===== src/rtl/arb_rr8.sv =====
// Eight-way round-robin arbiter with optional per-tenure hold limit.
// Winner is presented as index + enable for a 3-to-8 decoder, plus a one-hot copy.
module arb_rr8 #(
  parameter int unsigned HOLD_MAX = 16
) (
  input  logic       clk,
  input  logic       rst_n,
  input  logic [7:0] req,
  output logic       gnt_en,
  output logic [2:0] gnt_idx,
  output logic [7:0] gnt,
  output logic       timeout
);

  typedef enum logic [1:0] {IDLE, GRANT, GAP} state_t;

  localparam logic [7:0] HOLD_LAST = 8'(HOLD_MAX - 1);
  localparam bit         HOLD_ON   = (HOLD_MAX != 0);

  state_t     state_q, state_d;
  logic [2:0] ptr_q, ptr_d;
  logic [7:0] cnt_q, cnt_d;
  logic [2:0] gnt_idx_q, gnt_idx_d;
  logic       gnt_en_q, gnt_en_d;
  logic [7:0] gnt_q, gnt_d;
  logic       timeout_q, timeout_d;

  logic [7:0] rot;
  logic [2:0] off;
  logic [2:0] win;
  logic       own_req;
  logic       forced;

  // Rotate so ptr sits at bit 0; the lowest set bit is then the round-robin winner.
  always_comb begin
    rot = 8'({req, req} >> ptr_q);
    off = 3'd0;
    for (int i = 7; i >= 0; i--) begin
      if (rot[i]) off = 3'(i);
    end
    win = ptr_q + off;
  end

  assign own_req = req[gnt_idx_q];
  assign forced  = HOLD_ON && own_req && (cnt_q == HOLD_LAST);

  always_comb begin
    state_d   = state_q;
    ptr_d     = ptr_q;
    cnt_d     = cnt_q;
    gnt_idx_d = gnt_idx_q;
    gnt_en_d  = gnt_en_q;
    gnt_d     = gnt_q;
    timeout_d = 1'b0;
    case (state_q)
      IDLE, GAP: begin
        if (|req) begin
          state_d   = GRANT;
          gnt_idx_d = win;
          gnt_en_d  = 1'b1;
          gnt_d     = 8'(1) << win;
          cnt_d     = 8'd0;
        end else begin
          state_d  = IDLE;
          gnt_en_d = 1'b0;
          gnt_d    = 8'h00;
        end
      end
      GRANT: begin
        if (!own_req || forced) begin
          state_d   = GAP;
          ptr_d     = gnt_idx_q + 3'd1;
          gnt_en_d  = 1'b0;
          gnt_d     = 8'h00;
          timeout_d = forced;
        end else if (cnt_q != 8'hFF) begin
          cnt_d = cnt_q + 8'd1;
        end
      end
      default: begin
        state_d  = IDLE;
        gnt_en_d = 1'b0;
        gnt_d    = 8'h00;
      end
    endcase
  end

  always_ff @(posedge clk or negedge rst_n) begin
    if (!rst_n) begin
      state_q   <= IDLE;
      ptr_q     <= 3'd0;
      cnt_q     <= 8'd0;
      gnt_idx_q <= 3'd0;
      gnt_en_q  <= 1'b0;
      gnt_q     <= 8'h00;
      timeout_q <= 1'b0;
    end else begin
      state_q   <= state_d;
      ptr_q     <= ptr_d;
      cnt_q     <= cnt_d;
      gnt_idx_q <= gnt_idx_d;
      gnt_en_q  <= gnt_en_d;
      gnt_q     <= gnt_d;
      timeout_q <= timeout_d;
    end
  end

  assign gnt_en  = gnt_en_q;
  assign gnt_idx = gnt_idx_q;
  assign gnt     = gnt_q;
  assign timeout = timeout_q;

endmodule


===== config.mk =====
export PLATFORM = sky130hd
export DESIGN_NAME = arb_rr8
export DESIGN_NICKNAME = d
export VERILOG_FILES = /design/src/rtl/arb_rr8.sv
export SDC_FILE = /design/constraint.sdc
export NUM_CORES = 1
export LEC_CHECK = 0
export CAP_MARGIN = 20
export CORE_MARGIN = 3
export CORE_UTILIZATION = 30
export DETAILED_ROUTE_END_ITERATION = 6
export PLACE_DENSITY_LB_ADDON = 0.1
export SYNTH_ARGS = -nofsm -noshare
export SYNTH_HDL_FRONTEND = slang
export SYNTH_SLANG_ARGS = --single-unit

===== constraint.sdc =====
create_clock -name clk -period 4.3 [get_ports clk]
set_clock_uncertainty 0.1 [all_clocks]
set_input_delay 0.43 -clock clk [delete_from_list [all_inputs] [get_ports clk]]
set_output_delay 0.43 -clock clk [all_outputs]
set_load 0.03 [all_outputs]

==> results of run 1 <==
==> placed cells by master, fill, tap and decap left out, drive strengths merged, types with 8 or more instances in the layout <==
cell type,n
dfrtp,26
nor2,11
nor3,24
clkdlybuf4s50,22
nand2b,8
a21oi,8
o211ai,9
nand2,36
buf,15
nor3b,9
o2111ai,9
nor4,12
mux2i,8
==> where the power goes <==
group	leakage (nW)	internal (mW)	switching, mW
clock network	0.0357	0.125	0.0810
logic	0.702	0.592	0.848
registers	0.343	0.311	0.0980
total	1.08	1.03	1.03
==> area by class of cell <==
cell class	count	area share [%]
clock buffers	3	1.58
flip-flops and latches	26	24.9
repair buffers	37	12.7
clock inverters	1	1.15
well taps	96	4.60
inverters	7	1.01
multi-input cells	195	54.0
==> flip-flops by register name (all words and copies together) (netlist names) <==
name	flops
cnt_q	8
gnt	8
gnt_en	1
gnt_idx	3
ptr_q	3
state_q	2
timeout	1
==> per-layer routing <==
metal	share of wire (%)	vias to the layer above	global-route usage, %
li1	-	991	-
met1	51	978	19.8
met2	45	36	21.8
met3	3.3	5	2.27
met4	0.55	0	2.56
met5	0	-	0
==> stage by stage <==
| step | worst slack [ns] | instance area, sq um | total power [mW] | util, % |
|---|---|---|---|---|
| 5_1_grt | 0.339 | 2610 | 2.26 | 37.2 |
| 3_3_place_gp | 0.270 | 2530 | 1.86 | 36.1 |
| 4_1_cts | 0.647 | 2610 | 2.07 | 37.1 |
| 2_1_floorplan | 0.875 | 2250 | 1.47 | - |
| 6_report | 0.633 | 2610 | 2.06 | 37.2 |
| 3_5_place_dp | 0.349 | 2530 | 1.86 | 36.1 |
==> synthesized netlist by cell type (6+ instances only) <==
cell type	n	area, sq um
o2111ai_1	9	78.8
clkbuf_1	10	37.5
dfrtp_1	26	651
nor3_1	21	105
buf_6	7	78.8
nor4_1	12	75.1
nand2_1	36	135
mux2i_1	8	80.1
a21oi_1	8	40.0
o21ai_0	6	30.0
buf_2	6	30.0
inv_1	7	26.3
nor2_1	11	41.3
o211ai_2	9	113
nand2b_1	8	50.1
==> worst max-delay path by stage <==
stage | endpoint | cells past startpoint | startpoint
3_3_place_gp | gnt[2] | 14 | req[3]
6_report | gnt[2] | 14 | req[3]
4_1_cts | gnt[2] | 14 | req[3]
2_1_floorplan | gnt[1] | 14 | ptr_q[1]
5_1_grt | gnt[4] | 13 | req[3]
3_5_place_dp | gnt[2] | 14 | req[3]
==> cell families after synthesis <==
kind of cell             after synthesis
adder cells (fa/ha/maj)                4
XOR/XNOR                               3
AND/OR/NAND/NOR                      122
buffers and inverters                 32
flip-flops                            26
multiplexers                          16
AO/OA/AOI/OAI                         50
==> worst min-delay path, stage by stage (launching register included) <==
cell	delay, ns
dfrtp_1	0.35
nand2_1	0.05
nand2_1	0.05
==> impl_results.md, run 1 <==
* PwrDens at 786 nW/um^2
* Post-Synth XOR/XNOR Area at 1.17%
* Worst r2r path cells at 12
* Slowest CP cell: clkdlybuf4s50_1
* Delay-heaviest family, CP: buffers and inverters
* Routed WL at 5640 um
* RSZ-0062 raised after global routing: no
* Library cells used by synthesis at 49
* Global-route wire length before repair at 9630 um
* Initial antenna violation count at 0
* Largest family of logic cells by synthesized area: simple AND/OR/NAND/NOR gates
* Hold buffer count at CTS at 0
* Cells after DPL at 360
* Setup Fix Bufs, Post-CTS at 0
* Port bufs at 22
* Adder-Cell Fraction of Synth Area at 2.56%
* Reg clk slew, reported paths at 0.09 ns
* Hold Path Sink: gnt_en
* Max-cap viol count at 0
* Outcome: finished clean
* Cells after Synth at 253
* Critical path required time at 4.40 ns
* Worst hold stages at 2
* CP Buf/Inv Count at 3
* GRT Total Usage at 13.7%
* DIE AREA at 8580 sq um
* Period Utilization, post-route at 85.3%
* Max Fclk at 273 MHz
* Final setup violation count at 0
* # clock sinks at 26
* Post-synthesis sequential element count at 26
* Critical path arrival at 3.77 ns
* Syn_area_per_cell at 8.90 sq um
* Kind of start point of the critical path: primary input
* Core Area at 7020 sq um
* Area added between synthesis and finish at 16.1%
* Gpl congestion at 0.760
* Congestion Overflow GR at 0
* R2r startpoint: ptr_q[1]
* Slew margin rel. at 53.5%
* # rows at 30
* Final slew viol count at 0
* Fraction of registers with async set/reset at 100%
* Fin. Hold Viols at 0
* FF-to-FF End: gnt[2]
* Initial DRC Count at 79
* H-Tree Depth at 1
* CTS buffer count at 3
* Vias per cell at 5.51
* Synth Area in Compound Gates at 18.3%
* Non-Filler Instances at 365
* Synth Cell Area at 2250 sq um
* Sequential fraction of the synthesis area at 28.9%
* Post-synth EDFFs at 0
* Root Buffer: clkbuf_8
* Tmin final at 3.67 ns
* Clock Latency Late Sink at 0.28 ns
* CP Capture Type: register
* Multi-input gate area at 1410 sq um
* R2R setup slack at 0.79 ns
* Worst VDD drop at 295 uV
* Crit-path max cell delay at 0.62 ns
* Hpwl dp at 3940 um
* Vias in the first global route at 1953
* WHS at 0.378 ns
* Total negative slack at 0 ns
* Actual slew at the worst max-slew pin at 0.694 ns
* Top FF cell, synth: dfrtp_1
* CP Max Fanout at 9
* Worst-case clock buffer depth at 2
* Nets at 284
* CTS tree: yes
* DRC violations left at 0
* Vias at 2010
* CP Cell Sequence: clkdlybuf4s50_1 -> mux4_1 -> nand2b_1 -> a21oi_1 -> nor3b_1 -> o31ai_1 -> ha_1 -> inv_1 -> fa_1 -> xor2_1 -> buf_4 -> nor4_1 -> o2111ai_1 -> o211ai_2
* Class of the worst hold path: register to register
* Ant. Diodes at 0
* Largest net degree at the start of global routing at 27
* Crit path kind: primary input to register
* # fillers at 738
* Ports at 23
* Wirelength per Cell at 15.5 um
* Overall die width at 92.6 um
* Initial Utilization at 32.1%
* Synthesized Nets at 267
* Die H at 92.6 um
* FF/Latch Area at 651 sq um
* Simple-Gate Fraction of Synth Area at 30.0%
* Post-CTS sizing at 0
* Mux cell area share after synthesis at 10.7%
* HP Start: gnt_en
* YS warnings at 0
* TritonRoute pass-1 iters at 4
* LEAKAGE at 1.08 nW
* Layout cells sized above 1 at 16.4%
* Remaining antenna violation count at 0
Note: power is estimated with default switching activity, not from simulation.
==> inputs of run 2 (changes only) <==
--- a/config.mk
+++ b/config.mk
@@ -7,7 +7,7 @@
 export LEC_CHECK = 0
 export CAP_MARGIN = 20
 export CORE_MARGIN = 3
-export CORE_UTILIZATION = 30
+export CORE_UTILIZATION = 35
 export DETAILED_ROUTE_END_ITERATION = 6
 export PLACE_DENSITY_LB_ADDON = 0.1
 export SYNTH_ARGS = -nofsm -noshare
==> constraint.sdc (replaced) <==
create_clock -name clk -period 4.3 [get_ports clk]
set_clock_uncertainty 0.1 [all_clocks]
set_input_delay 0.86 -clock clk [delete_from_list [all_inputs] [get_ports clk]]
set_output_delay 0.86 -clock clk [all_outputs]
set_load 0.03 [all_outputs]
==> impl_results.md, run 2 (synthesis results as in run 1) <==
* Total negative slack at 0 ns
* Ports at 23
* R2r startpoint: ptr_q[1]
* Tmin final at 4.01 ns
* Reg clk slew, reported paths at 0.09 ns
* Vias at 2033
* HP Start: gnt_en
* Critical path required time at 4.40 ns
* Post-CTS sizing at 0
* Kind of start point of the critical path: primary input
* LEAKAGE at 1.13 nW
* Outcome: finished clean
* Ant. Diodes at 0
* CP Capture Type: register
* CP Max Fanout at 6
* Worst VDD drop at 396 uV
* Layout cells sized above 1 at 19.6%
* Hpwl dp at 4030 um
* Initial Utilization at 37.1%
* Overall die width at 86.2 um
* Area added between synthesis and finish at 18.3%
* Initial DRC Count at 213
* Hold buffer count at CTS at 0
* Clock Latency Late Sink at 0.27 ns
* Core Area at 6060 sq um
* RSZ-0062 raised after global routing: no
* Worst-case clock buffer depth at 2
* Vias in the first global route at 2046
* Slew margin rel. at 54.1%
* Max Fclk at 249 MHz
* Critical path arrival at 4.11 ns
* TritonRoute pass-1 iters at 4
* Initial antenna violation count at 0
* Final setup violation count at 0
* Remaining antenna violation count at 0
* Wirelength per Cell at 15.7 um
* Cells after DPL at 350
* Root Buffer: clkbuf_8
* Commonest non-fill, non-tap cells in the layout: nand2_1, dfrtp_1, buf_4
* Placement Setup Slack at 0.00935 ns
* Worst r2r path cells at 12
* # rows at 28
* Congestion Overflow GR at 0
* Final slew viol count at 0
* Routed WL at 5580 um
* CTS tree: yes
* Leading cell type in the layout, fill and taps excluded: nand2_1
* Multi-input gate area at 1410 sq um
* Largest net degree at the start of global routing at 27
* Nets at 295
* Fin. Hold Viols at 0
* Crit path from: req[3]
* DRC violations left at 0
* Gpl congestion at 0.765
* Setup ws final at 0.285 ns
* Max-cap viol count at 0
* Crit path kind: primary input to register
* Period Utilization, post-route at 93.4%
* Worst hold stages at 2
* # clock sinks at 26
* CTS buffer count at 3
* Vias per cell at 5.73
* FF/Latch Area at 651 sq um
* GRT Total Usage at 16.2%
* Port bufs at 22
* Non-Filler Instances at 355
* # fillers at 633
* Global-route wire length before repair at 9780 um
* WHS at 0.382 ns
* H-Tree Depth at 1
* Class of the worst hold path: register to register
* Actual slew at the worst max-slew pin at 0.685 ns
* Fin util at 44.0%
* PwrDens at 764 nW/um^2
* DIE AREA at 7430 sq um
* Setup Fix Bufs, Post-CTS at 0
* Die H at 86.2 um
-- run 2: area by class of cell --
cell class	instances	area share, %
Multi-Input combinational cell	195	53.0
Sequential cell	26	24.4
Timing Repair Buffer	48	16.0
Tap cell	75	3.52
Clock buffer	4	2.07
Inverter	7	0.986
-- run 2: final timing paths --
path                            end  slack [ns]
hold / removal               gnt_en        0.38
setup / recovery             gnt[7]        0.29
min in group asynchronous  ptr_q[0]        0.85
max in group asynchronous    gnt[7]        2.99
setup reg to reg             gnt[7]        0.57
hold reg to reg              gnt_en        0.38
-- run 2: critical path, stage by stage --
cell and delay (ns):
clkdlybuf4s50_1 0.51, mux4_1 0.55, nand2b_1 0.16, a21oi_1 0.15
nor3b_1 0.07, o31ai_1 0.29, ha_1 0.20, inv_1 0.05
fa_1 0.40, xor2_1 0.41, and4_1 0.25, o2111ai_1 0.13
o211ai_2 0.09
-- run 2: report_power, final --
part           switching (mW)  total (mW)  internal [mW]
registers              0.0982       0.409          0.311
clock network          0.0784       0.160         0.0820
logic                   0.855        1.46          0.610
total                    1.03        2.03           1.00
-- run 2: routing by layer --
metal | vias to the layer above | global-route usage (%) | wire, um
met5 | - | 0 | 0
li1 | 1008 | - | -
met2 | 55 | 24.4 | 2460
met1 | 963 | 23.8 | 2850
met3 | 7 | 3.14 | 208
met4 | 0 | 4.11 | 65
-- run 2: per-stage QoR --
step / area (sq um) / power (mW)
final: 2660 / 2.03
after floorplan: 2250 / 1.47
after global routing: 2660 / 2.23
after global placement: 2600 / 1.88
after detailed placement: 2600 / 1.87
after CTS: 2660 / 2.04
